<file path="config.mk">
export PLATFORM = sky130hd
export DESIGN_NAME = alu_bus_master
export DESIGN_NICKNAME = d
export VERILOG_FILES = /design/src/rtl/alu_bus_pkg.sv /design/src/rtl/alu_master_timeout.sv /design/src/rtl/alu_bus_master.sv
export SDC_FILE = /design/constraint.sdc
export NUM_CORES = 1
export LEC_CHECK = 0
export ABC_AREA = 1
export CAP_MARGIN = 40
export CORE_ASPECT_RATIO = 1.4
export CORE_UTILIZATION = 43
export DETAILED_ROUTE_END_ITERATION = 8
export GPL_ROUTABILITY_DRIVEN = 0
export PLACE_DENSITY_LB_ADDON = 0.12
export REMOVE_ABC_BUFFERS = 1
export SLEW_MARGIN = 20
export SYNTH_ARGS = -nofsm -noshare
export SYNTH_HDL_FRONTEND = slang
export SYNTH_SLANG_ARGS = --single-unit
</file>
<file path="constraint.sdc">
create_clock -name i_clk -period 1.61 [get_ports i_clk]
set_input_delay 0.322 -clock i_clk [delete_from_list [all_inputs] [get_ports i_clk]]
set_output_delay 0.322 -clock i_clk [all_outputs]
set_load 0.05 [all_outputs]
</file>
<file path="src/rtl/alu_bus_pkg.sv">
// Shared definitions for the ALU bus master slice.
// Holds the ALU register map, master FSM state encodings, the fixed bus script
// geometry, and a helper that maps a script index onto a Wishbone beat.
// Optional feature macro used by this slice: ALU_MASTER_TIMEOUT_EN.
package alu_bus_pkg;

   // ALU slave register map
   localparam logic [7:0] ALU_ADDR_A = 8'h00;
   localparam logic [7:0] ALU_ADDR_B = 8'h01;
   localparam logic [7:0] ALU_OP_ADD = 8'h80;
   localparam logic [7:0] ALU_OP_ADC = 8'h81;

   // Master FSM states
   localparam logic [1:0] StIdle  = 2'd0;
   localparam logic [1:0] StIssue = 2'd1;
   localparam logic [1:0] StDrain = 2'd2;
   localparam logic [1:0] StResp  = 2'd3;

   // Bus script: write A, write B, read op, read op again
   localparam int unsigned SCRIPT_LEN  = 4;
   localparam logic [1:0]  LAST_IDX    = 2'(SCRIPT_LEN - 1);
   localparam logic [1:0]  CAPTURE_IDX = 2'd2;

   typedef struct packed {
      logic       we;
      logic [7:0] addr;
      logic [7:0] data;
   } wb_beat_t;

   function automatic wb_beat_t script_beat(input logic [1:0] idx, input logic [7:0] op,
                                            input logic [7:0] a, input logic [7:0] b);
      wb_beat_t beat;
      case (idx)
         2'd0:    beat = '{we: 1'b1, addr: ALU_ADDR_A, data: a};
         2'd1:    beat = '{we: 1'b1, addr: ALU_ADDR_B, data: b};
         default: beat = '{we: 1'b0, addr: op, data: 8'h00};
      endcase
      return beat;
   endfunction

endpackage

</file>
<file path="src/rtl/alu_master_timeout.sv">
// Ack watchdog for the ALU bus master. Built only when ALU_MASTER_TIMEOUT_EN is defined.
// Ports:
//   i_clk     system clock
//   reset     asynchronous active-high reset
//   i_load    reload to TIMEOUT_CYCLES (request accept or ack)
//   i_run     bus cycle active, count down
//   o_expired counter hit zero while running
module alu_master_timeout #(
   parameter int unsigned TIMEOUT_CYCLES = 16
) (
   input  logic i_clk,
   input  logic reset,
   input  logic i_load,
   input  logic i_run,
   output logic o_expired
);

   localparam int unsigned    CntW   = $clog2(TIMEOUT_CYCLES + 1);
   localparam logic [CntW-1:0] Reload = CntW'(TIMEOUT_CYCLES);

   logic [CntW-1:0] cnt_q;

   always_ff @(posedge i_clk or posedge reset) begin
      if (reset) begin
         cnt_q <= '0;
      end else if (i_load) begin
         cnt_q <= Reload;
      end else if (i_run && (cnt_q != '0)) begin
         cnt_q <= cnt_q - CntW'(1);
      end
   end

   assign o_expired = i_run && (cnt_q == '0);

endmodule

</file>
<file path="src/rtl/alu_bus_master.sv">
// Wishbone pipelined master driving the ALU slave register interface.
// Takes one request (op, a, b), runs the script write A / write B / read op / read op,
// captures the third ack's data and returns it on a valid/ready response channel.
// Optional: define ALU_MASTER_TIMEOUT_EN to abort after TIMEOUT_CYCLES without an ack.
// Ports:
//   i_clk, reset                      clock, async active-high reset
//   i_req_valid/o_req_ready           request handshake (ready only when idle)
//   i_req_op/i_req_a/i_req_b          read address and the two operands
//   o_rsp_valid/i_rsp_ready           response handshake
//   o_rsp_data/o_rsp_err              captured result, timeout abort flag
//   o_wb_cyc/stb/we/addr/data         Wishbone master outputs
//   i_wb_ack/i_wb_stall/i_wb_data     Wishbone slave inputs
module alu_bus_master
   import alu_bus_pkg::*;
#(
   parameter int unsigned TIMEOUT_CYCLES = 16
) (
   input  logic       i_clk,
   input  logic       reset,
   input  logic       i_req_valid,
   output logic       o_req_ready,
   input  logic [7:0] i_req_op,
   input  logic [7:0] i_req_a,
   input  logic [7:0] i_req_b,
   output logic       o_rsp_valid,
   input  logic       i_rsp_ready,
   output logic [7:0] o_rsp_data,
   output logic       o_rsp_err,
   output logic       o_wb_cyc,
   output logic       o_wb_stb,
   output logic       o_wb_we,
   output logic [7:0] o_wb_addr,
   output logic [7:0] o_wb_data,
   input  logic       i_wb_ack,
   input  logic       i_wb_stall,
   input  logic [7:0] i_wb_data
);

   logic [1:0] state_q, state_d;
   logic [1:0] issue_q, issue_d;
   logic [1:0] ack_q, ack_d;
   logic [7:0] op_q, op_d, a_q, a_d, b_q, b_d;
   logic [7:0] result_q, result_d;

   logic     busy, accept, stb, issue_fire, ack_fire, timeout_expired;
   wb_beat_t beat;

   assign busy       = (state_q == StIssue) || (state_q == StDrain);
   assign accept     = (state_q == StIdle) && i_req_valid;
   // An expiring watchdog drops cyc/stb in the same cycle it fires.
   assign stb        = (state_q == StIssue) && !timeout_expired;
   assign issue_fire = stb && !i_wb_stall;
   assign ack_fire   = busy && i_wb_ack && !timeout_expired;
   assign beat       = script_beat(issue_q, op_q, a_q, b_q);

   always_comb begin
      state_d  = state_q;
      issue_d  = issue_q;
      ack_d    = ack_q;
      op_d     = op_q;
      a_d      = a_q;
      b_d      = b_q;
      result_d = result_q;
      case (state_q)
         StIdle: begin
            if (accept) begin
               op_d     = i_req_op;
               a_d      = i_req_a;
               b_d      = i_req_b;
               issue_d  = '0;
               ack_d    = '0;
               result_d = '0;
               state_d  = StIssue;
            end
         end
         StIssue, StDrain: begin
            if (issue_fire) begin
               issue_d = issue_q + 2'd1;
               if (issue_q == LAST_IDX) state_d = StDrain;
            end
            // Ack handling comes after issue so a final ack wins over ISSUE->DRAIN.
            if (ack_fire) begin
               ack_d = ack_q + 2'd1;
               if (ack_q == CAPTURE_IDX) result_d = i_wb_data;
               if (ack_q == LAST_IDX) state_d = StResp;
            end
            if (timeout_expired) begin
               result_d = '0;
               state_d  = StResp;
            end
         end
         default: begin
            if (i_rsp_ready) state_d = StIdle;
         end
      endcase
   end

   always_ff @(posedge i_clk or posedge reset) begin
      if (reset) begin
         state_q  <= StIdle;
         issue_q  <= '0;
         ack_q    <= '0;
         op_q     <= '0;
         a_q      <= '0;
         b_q      <= '0;
         result_q <= '0;
      end else begin
         state_q  <= state_d;
         issue_q  <= issue_d;
         ack_q    <= ack_d;
         op_q     <= op_d;
         a_q      <= a_d;
         b_q      <= b_d;
         result_q <= result_d;
      end
   end

`ifdef ALU_MASTER_TIMEOUT_EN
   logic err_q;
   logic timeout_load;

   assign timeout_load = accept || (busy && i_wb_ack);

   alu_master_timeout #(
      .TIMEOUT_CYCLES(TIMEOUT_CYCLES)
   ) u_timeout (
      .i_clk    (i_clk),
      .reset    (reset),
      .i_load   (timeout_load),
      .i_run    (busy),
      .o_expired(timeout_expired)
   );

   always_ff @(posedge i_clk or posedge reset) begin
      if (reset) begin
         err_q <= 1'b0;
      end else if (accept) begin
         err_q <= 1'b0;
      end else if (timeout_expired) begin
         err_q <= 1'b1;
      end
   end

   assign o_rsp_err = (state_q == StResp) && err_q;
`else
   assign timeout_expired = 1'b0;
   assign o_rsp_err       = 1'b0;
`endif

   assign o_req_ready = (state_q == StIdle);
   assign o_rsp_valid = (state_q == StResp);
   assign o_rsp_data  = (state_q == StResp) ? result_q : 8'h00;
   assign o_wb_cyc    = busy && !timeout_expired;
   assign o_wb_stb    = stb;
   assign o_wb_we     = stb && beat.we;
   assign o_wb_addr   = stb ? beat.addr : 8'h00;
   assign o_wb_data   = stb ? beat.data : 8'h00;

endmodule

</file>
==> impl_metrics.py, run 1 <==
metrics = {
    "timing": {
        "slew_viol_final": 0,
        "min_period_ns": 1.906,
        "rsz0062_at_grt": "yes",
        "final_hold_viol_count": 0,
        "fin_skew_ns": 0.008813,
        "fin_ws_ns": -0.2961,
        "finalSetupTns_ns": -7.053,
        "fin_crit_sh_pct": 118.4,
        "fmax_mhz": 524.6,
        "holdWs_ns": 0.3745,
        "final-setup-viol-count": 56,
    },
    "finish": {
        "diodes": 0,
        "final_cell_mix": "nand2_1, dfrtp_1, clkdlybuf4s50_1",
        "final_nets": 366,
        "area_growth_pct": 86.55,
        "fillerInstances": 206,
        "fin_util_pct": 85.80,
        "drive_above_1_share_pct": 50.63,
    },
    "setup_path": {
        "path_max_fanout": 7,
        "cpMostUsedCell": "nor2_4",
        "slowest_stage": "dfrtp_1",
        "worst_setup_path_start_kind": "flop",
        "r2r_cells": 11,
        "crit_chain": "inv_2, ha_4, nor2_4, nand2_8, nor2_4, buf_12",
        "arrival_ns": 1.58,
        "path_buf_inv": 2,
        "cpPeakStageDelay_ns": 0.44,
        "critical_path_class": "flop to output pin",
        "crit_family": "flip-flops",
        "end_kind": "output pin",
        "cp.depth": 6,
        "required_ns": 1.29,
    },
    "clock_network": {
        "clockRootBuffer": "clkbuf_8",
        "cts_tree": "built",
        "worstSkewPairLatency_ns": 0.30,
        "cts_max_level": 2,
        "cts_sinks": 38,
        "clk_path_buf_depth": 2,
        "hold_buffers": 0,
        "clk_pin_slew_worst_paths_ns": 0.08,
        "cts_buffers": 5,
    },
    "place": {
        "place_ws_ns": -0.07357,
        "io_buffers": 66,
        "dp_hpwl_um": 3394,
    },
    "detailed_routing": {
        "vias_per_cell": 4.968,
        "antenna_left": 0,
        "vias": 1888,
        "drc": 0,
        "detail_route.first_pass.iterations": 4,
        "totalWireLength_um": 6083,
        "avgRoutedWirePerCell_um": 16.01,
        "drt_iter0_drc": 83,
    },
    "synthesis": {
        "async_flop_share_pct": 100.0,
        "ys_ff_latch": 38,
        "ys.warnings.count": 0,
        "ys_types": 23,
        "synth_edf_count": 0,
        "synth_area_leaders": "dfrtp_1, nand2_1, mux2_2, ha_1, inv_1",
        "synth_area_mm2": 0.001982,
        "avgSynthCellArea_um2": 8.927,
        "yosysSeqAreaShare_pct": 47.98,
        "syn_inst": 222,
        "ys.flop_type": "dfrtp_1",
        "netlist.area_leader.share_pct": 47.98,
        "synth_area_leader_cell": "dfrtp_1",
    },
    "pwr": {
        "p_leak_nw": 1.744,
        "combPwrFrac_pct": 74.5,
        "swShare_pct": 47.45,
        "finalPower_mw": 9.465,
        "internal_power_mw": 4.974,
        "pwr_density_cell_mw_per_mm2": 2560,
        "clkPwrFrac_pct": 7.5,
        "p_sw_mw": 4.492,
        "max-vdd-ir-drop_v": 0.002099,
        "seqPwrFrac_pct": 18.0,
    },
    "floorplanning": {
        "dieArea_mm2": 0.004888,
        "coreArea_mm2": 0.004309,
        "die_height_um": 82.33,
        "placement_rows": 28,
        "io_pins": 68,
        "die_w_um": 59.38,
        "initial_core_util_pct": 45.99,
    },
    "outcome": {
        "status": "finished with violations",
        "violations": "negative setup slack",
    },
    "global_routing": {
        "antenna_found_initial": 0,
        "track_usage_pct": 23.32,
        "grt_pass1_vias": 1839,
        "grt_max_degree": 39,
        "grt_pass1_wl_um": 8383,
        "grt-ovfl-total": 0,
    },
    "hold_path": {
        "hp-class": "input pin to async pin",
    },
    "job": {
        "max-cap-violations": 0,
    },
}
metrics by stage:
step                cells  area, µm²
floorplan             213       1917
global placement      355       3088
detailed placement    355       3088
CTS                   372       3510
global route          380       3697
finish                380       3697
power by group through the flow:
stage	registers (mW)	logic, mW	clock network [mW]
finish	1.71	7.05	0.708
global route	1.75	7.40	0.763
CTS	1.65	6.24	0.714
detailed placement	1.63	5.31	0
global placement	1.61	5.22	0
floorplan	1.59	3.00	0
final timing paths:
check,slack [ns],endpoint,startpoint
worst min-delay path,0.37,state_q[0],reset
min in group i_clk,0.50,b_q[2],b_q[2]
worst max register to register,-0.08,issue_q[1],state_q[1]
worst min register to register,0.50,b_q[2],b_q[2]
worst max-delay path,-0.30,o_wb_addr[4],issue_q[0]
max in group asynchronous,1.05,b_q[3],reset
cells in the mapped netlist, types with 2 or more instances:
cell type	count
nand2_1	59
dfrtp_1	38
inv_1	26
a21oi_1	17
mux2_2	16
nor2_1	16
ha_1	9
o21ai_2	8
nand3_1	5
o21ai_0	5
clkbuf_1	4
inv_2	4
nand2_2	4
buf_6	2
cell type report:
type                       instances  area (µm²)  area share, %
clock buffer                       6       82.58          2.234
clock inverter                     2       12.51         0.3384
inverter                          30       125.1          3.384
multi-input combinational        146        1167          31.57
sequential                        38       950.9          25.72
tap                               60       75.07          2.030
timing repair buffer              98        1284          34.72
sequential cells by signal, indices dropped and copies added (netlist names):
signal,cells
issue_q,2
a_q,8
state_q,2
op_q,8
ack_q,2
b_q,8
result_q,8
per-layer routing:
metal / routed length (µm) / vias to the layer above / global-route usage, %
met5: 0 / - / 0
met4: 112 / 0 / 9.048
met3: 269 / 11 / 5.452
met2: 3448 / 59 / 43.15
met1: 2253 / 930 / 25.07
li1: - / 888 / -
tightest hold or removal path, delay by kind of cell:
family | cells | cell delay [ns]
buffers and inverters | 3 | 0.71
cells by family (layout without fill, tap and decap cells):
logic type               count (synthesis)  in the layout  share of synthesized area (%)
AO/OA/AOI/OAI                           32             32                          9.849
adder cells (fa/ha/maj)                  9              9                          5.682
buffers and inverters                   39            136                          8.964
flip-flops                              38             38                          47.98
multiplexers                            17             17                          9.659
other                                    1              1                         0.1892
AND/OR/NAND/NOR                         86             87                          17.68
timing repair:
action | in CTS | in global routing
setup buffers | 10 | 8
cloned | 0 | 1
resized for setup | 69 | 38
setup endpoints to repair | 29 | 41
pin swaps | 19 | 19
No activity file was read; power rests on OpenSTA's default activity.
==> run 2, diff against run 1 <==
--- a/config.mk
+++ b/config.mk
@@ -9,9 +9,12 @@
 export CAP_MARGIN = 40
 export CORE_ASPECT_RATIO = 1.4
 export CORE_UTILIZATION = 43
+export CTS_CLUSTER_SIZE = 10
 export DETAILED_ROUTE_END_ITERATION = 8
 export GPL_ROUTABILITY_DRIVEN = 0
+export GPL_TIMING_DRIVEN = 0
 export PLACE_DENSITY_LB_ADDON = 0.12
+export RECOVER_POWER = 50
 export REMOVE_ABC_BUFFERS = 1
 export SLEW_MARGIN = 20
 export SYNTH_ARGS = -nofsm -noshare
==> run 2 against run 1 <==
The flow still finishes with violations (negative setup slack). Core utilization down 11 points. Hold slack better by 0.092 ns. Highest routed layer unchanged. Setup slack better by 0.076 ns. Count of clock-buffer cells in the layout rose by 1. Largest cell class is now multi-input combinational cells. Sequential share of layout area rose by 3.9 points. Global-route usage is 4.6 points lower. Non-clock buffer count shrank 17.
==> impl_metrics.py, run 2 (synthesis gave the netlist of run 1 again) <==
metrics = {
    "setup_path": {
        "end_kind": "output pin",
        "r2r_start": "state_q[0]",
        "arrival_ns": 1.51,
        "critical_path_class": "flop to output pin",
        "required_ns": 1.29,
        "worst_setup_path_start_kind": "flop",
        "crit_chain": "inv_2, ha_4, buf_6, nand2_2, a21oi_2, buf_6",
        "r2r-end": "result_q[2]",
        "r2r_cells": 9,
        "cp.depth": 6,
        "path_max_fanout": 4,
        "cp-startpoint": "issue_q[1]",
        "cpPeakStageDelay_ns": 0.41,
        "slowest_stage": "dfrtp_1",
        "reg2reg_slack_ns": -0.05,
        "crit_family": "buffers and inverters",
        "cpMostUsedCell": "buf_6",
        "setup.worst_path.end": "o_wb_data[2]",
        "path_buf_inv": 3,
    },
    "finish": {
        "final_common_cell": "nand2_1",
        "final_nets": 349,
        "diodes": 0,
        "fillerInstances": 342,
        "fin_util_pct": 74.80,
        "final_cell_mix": "nand2_1, dfrtp_1, clkdlybuf4s50_1",
        "drive_above_1_share_pct": 46.53,
        "area_growth_pct": 62.63,
    },
    "floorplanning": {
        "placement_rows": 28,
        "coreArea_mm2": 0.004309,
        "die_height_um": 82.33,
        "dieArea_mm2": 0.004888,
        "io_pins": 68,
        "initial_core_util_pct": 45.99,
        "die_w_um": 59.38,
    },
    "global_routing": {
        "antenna_found_initial": 0,
        "grt_pass1_wl_um": 6803,
        "grt_pass1_vias": 1558,
        "grt_max_degree": 32,
        "track_usage_pct": 18.71,
        "grt-ovfl-total": 0,
    },
    "place": {
        "dp_hpwl_um": 2963,
        "place_ws_ns": -0.8833,
        "io_buffers": 66,
    },
    "timing": {
        "final_hold_viol_count": 0,
        "rsz0062_at_grt": "yes",
        "fmax_mhz": 546.5,
        "min_period_ns": 1.830,
        "fin_skew_ns": 0.003492,
        "slew_viol_final": 0,
        "final-setup-viol-count": 35,
        "fin_crit_sh_pct": 113.7,
        "fin_ws_ns": -0.2199,
    },
    "clock_network": {
        "cts_tree": "built",
        "clk_path_buf_depth": 2,
        "cts_buffers": 5,
        "cts_max_level": 2,
        "cts_sinks": 38,
        "clk_pin_slew_worst_paths_ns": 0.07,
        "clockRootBuffer": "clkbuf_8",
        "worstSkewPairLatency_ns": 0.29,
    },
    "detailed_routing": {
        "avgRoutedWirePerCell_um": 13.01,
        "antenna_left": 0,
        "totalWireLength_um": 4721,
        "drc": 0,
        "vias_per_cell": 4.683,
        "detail_route.first_pass.iterations": 4,
        "drt_iter0_drc": 35,
        "vias": 1700,
    },
    "job": {
        "max-cap-violations": 0,
    },
    "hold_path": {
        "hp-class": "input pin to async pin",
    },
    "outcome": {
        "status": "finished with violations",
        "violations": "negative setup slack",
    },
}
[run 2: changes by cell type in the layout (fill, tap and decap cells not counted), sizes merged]
cell | before | now
dlygate4sd3 | 0 | 1
buf | 60 | 43
clkbuf | 7 | 8
clkdlybuf4s50 | 37 | 36
clkinvlp | 1 | 0
[run 2: worst min path at each step]
| stage | to | from | slack (ns) |
|---|---|---|---|
| 3_3_place_gp | result_q[3] | result_q[3] | 0.47 |
| 4_1_cts | op_q[5] | reset | 0.29 |
| 2_1_floorplan | b_q[2] | i_req_b[2] | 0.45 |
| 6_report | op_q[7] | reset | 0.47 |
| 3_5_place_dp | result_q[3] | result_q[3] | 0.47 |
| 5_1_grt | op_q[7] | reset | 0.51 |
[run 2: area by class of cell]
type | instances | area (µm²) | area share, %
multi-input cells | 146 | 1096 | 34.01
clock buffers | 7 | 86.33 | 2.679
flip-flops and latches | 38 | 953.4 | 29.58
well taps | 60 | 75.07 | 2.329
repair buffers | 81 | 884.6 | 27.45
inverters | 30 | 122.6 | 3.804
clock inverters | 1 | 5.005 | 0.1553
[run 2: worst reg2reg max path, delay by kind of cell, from the launching register on]
family | cells | cell delay [ns]
AOI/OAI and AO/OA | 1 | 0.06
adders and majority gates | 1 | 0.21
buffers and inverters | 4 | 0.49
DFF | 1 | 0.47
and+or+nand+nor | 3 | 0.34
[run 2: through the flow]
step	instance area, µm²	std cells	TNS, ns	hold WS [ns]
floorplan	1917	213	-23.77	0.4537
global placement	2653	339	-40.91	0.4668
detailed placement	2673	340	-25.22	0.4671
CTS	2860	352	-3.610	0.2877
global route	3223	363	-6.132	0.5088
finish	3223	363	-3.932	0.4665
[run 2: per-layer routing]
metal | GRT usage (%) | vias to the layer above | wire, µm | part of all wire (%)
met4 | 7.143 | 0 | 92 | 1.9
met5 | 0 | - | 0 | 0
li1 | - | 852 | - | -
met3 | 4.984 | 10 | 227 | 4.8
met2 | 33.93 | 50 | 2539 | 54
met1 | 20.40 | 788 | 1861 | 39
[run 2: timing repair]
| item | in CTS | in global routing |
|---|---|---|
| resized for setup | 211 | 85 |
| setup buffers | 4 | 10 |
| pin swaps | 4 | 20 |
| hold buffers | 0 | 0 |
| cloned | 0 | 1 |
| setup endpoints to repair | 67 | 40 |
Power of run 2 is left out: the tool's default activity adds up to more than one toggle a clock period on the data nets, which glitch-free logic cannot reach.
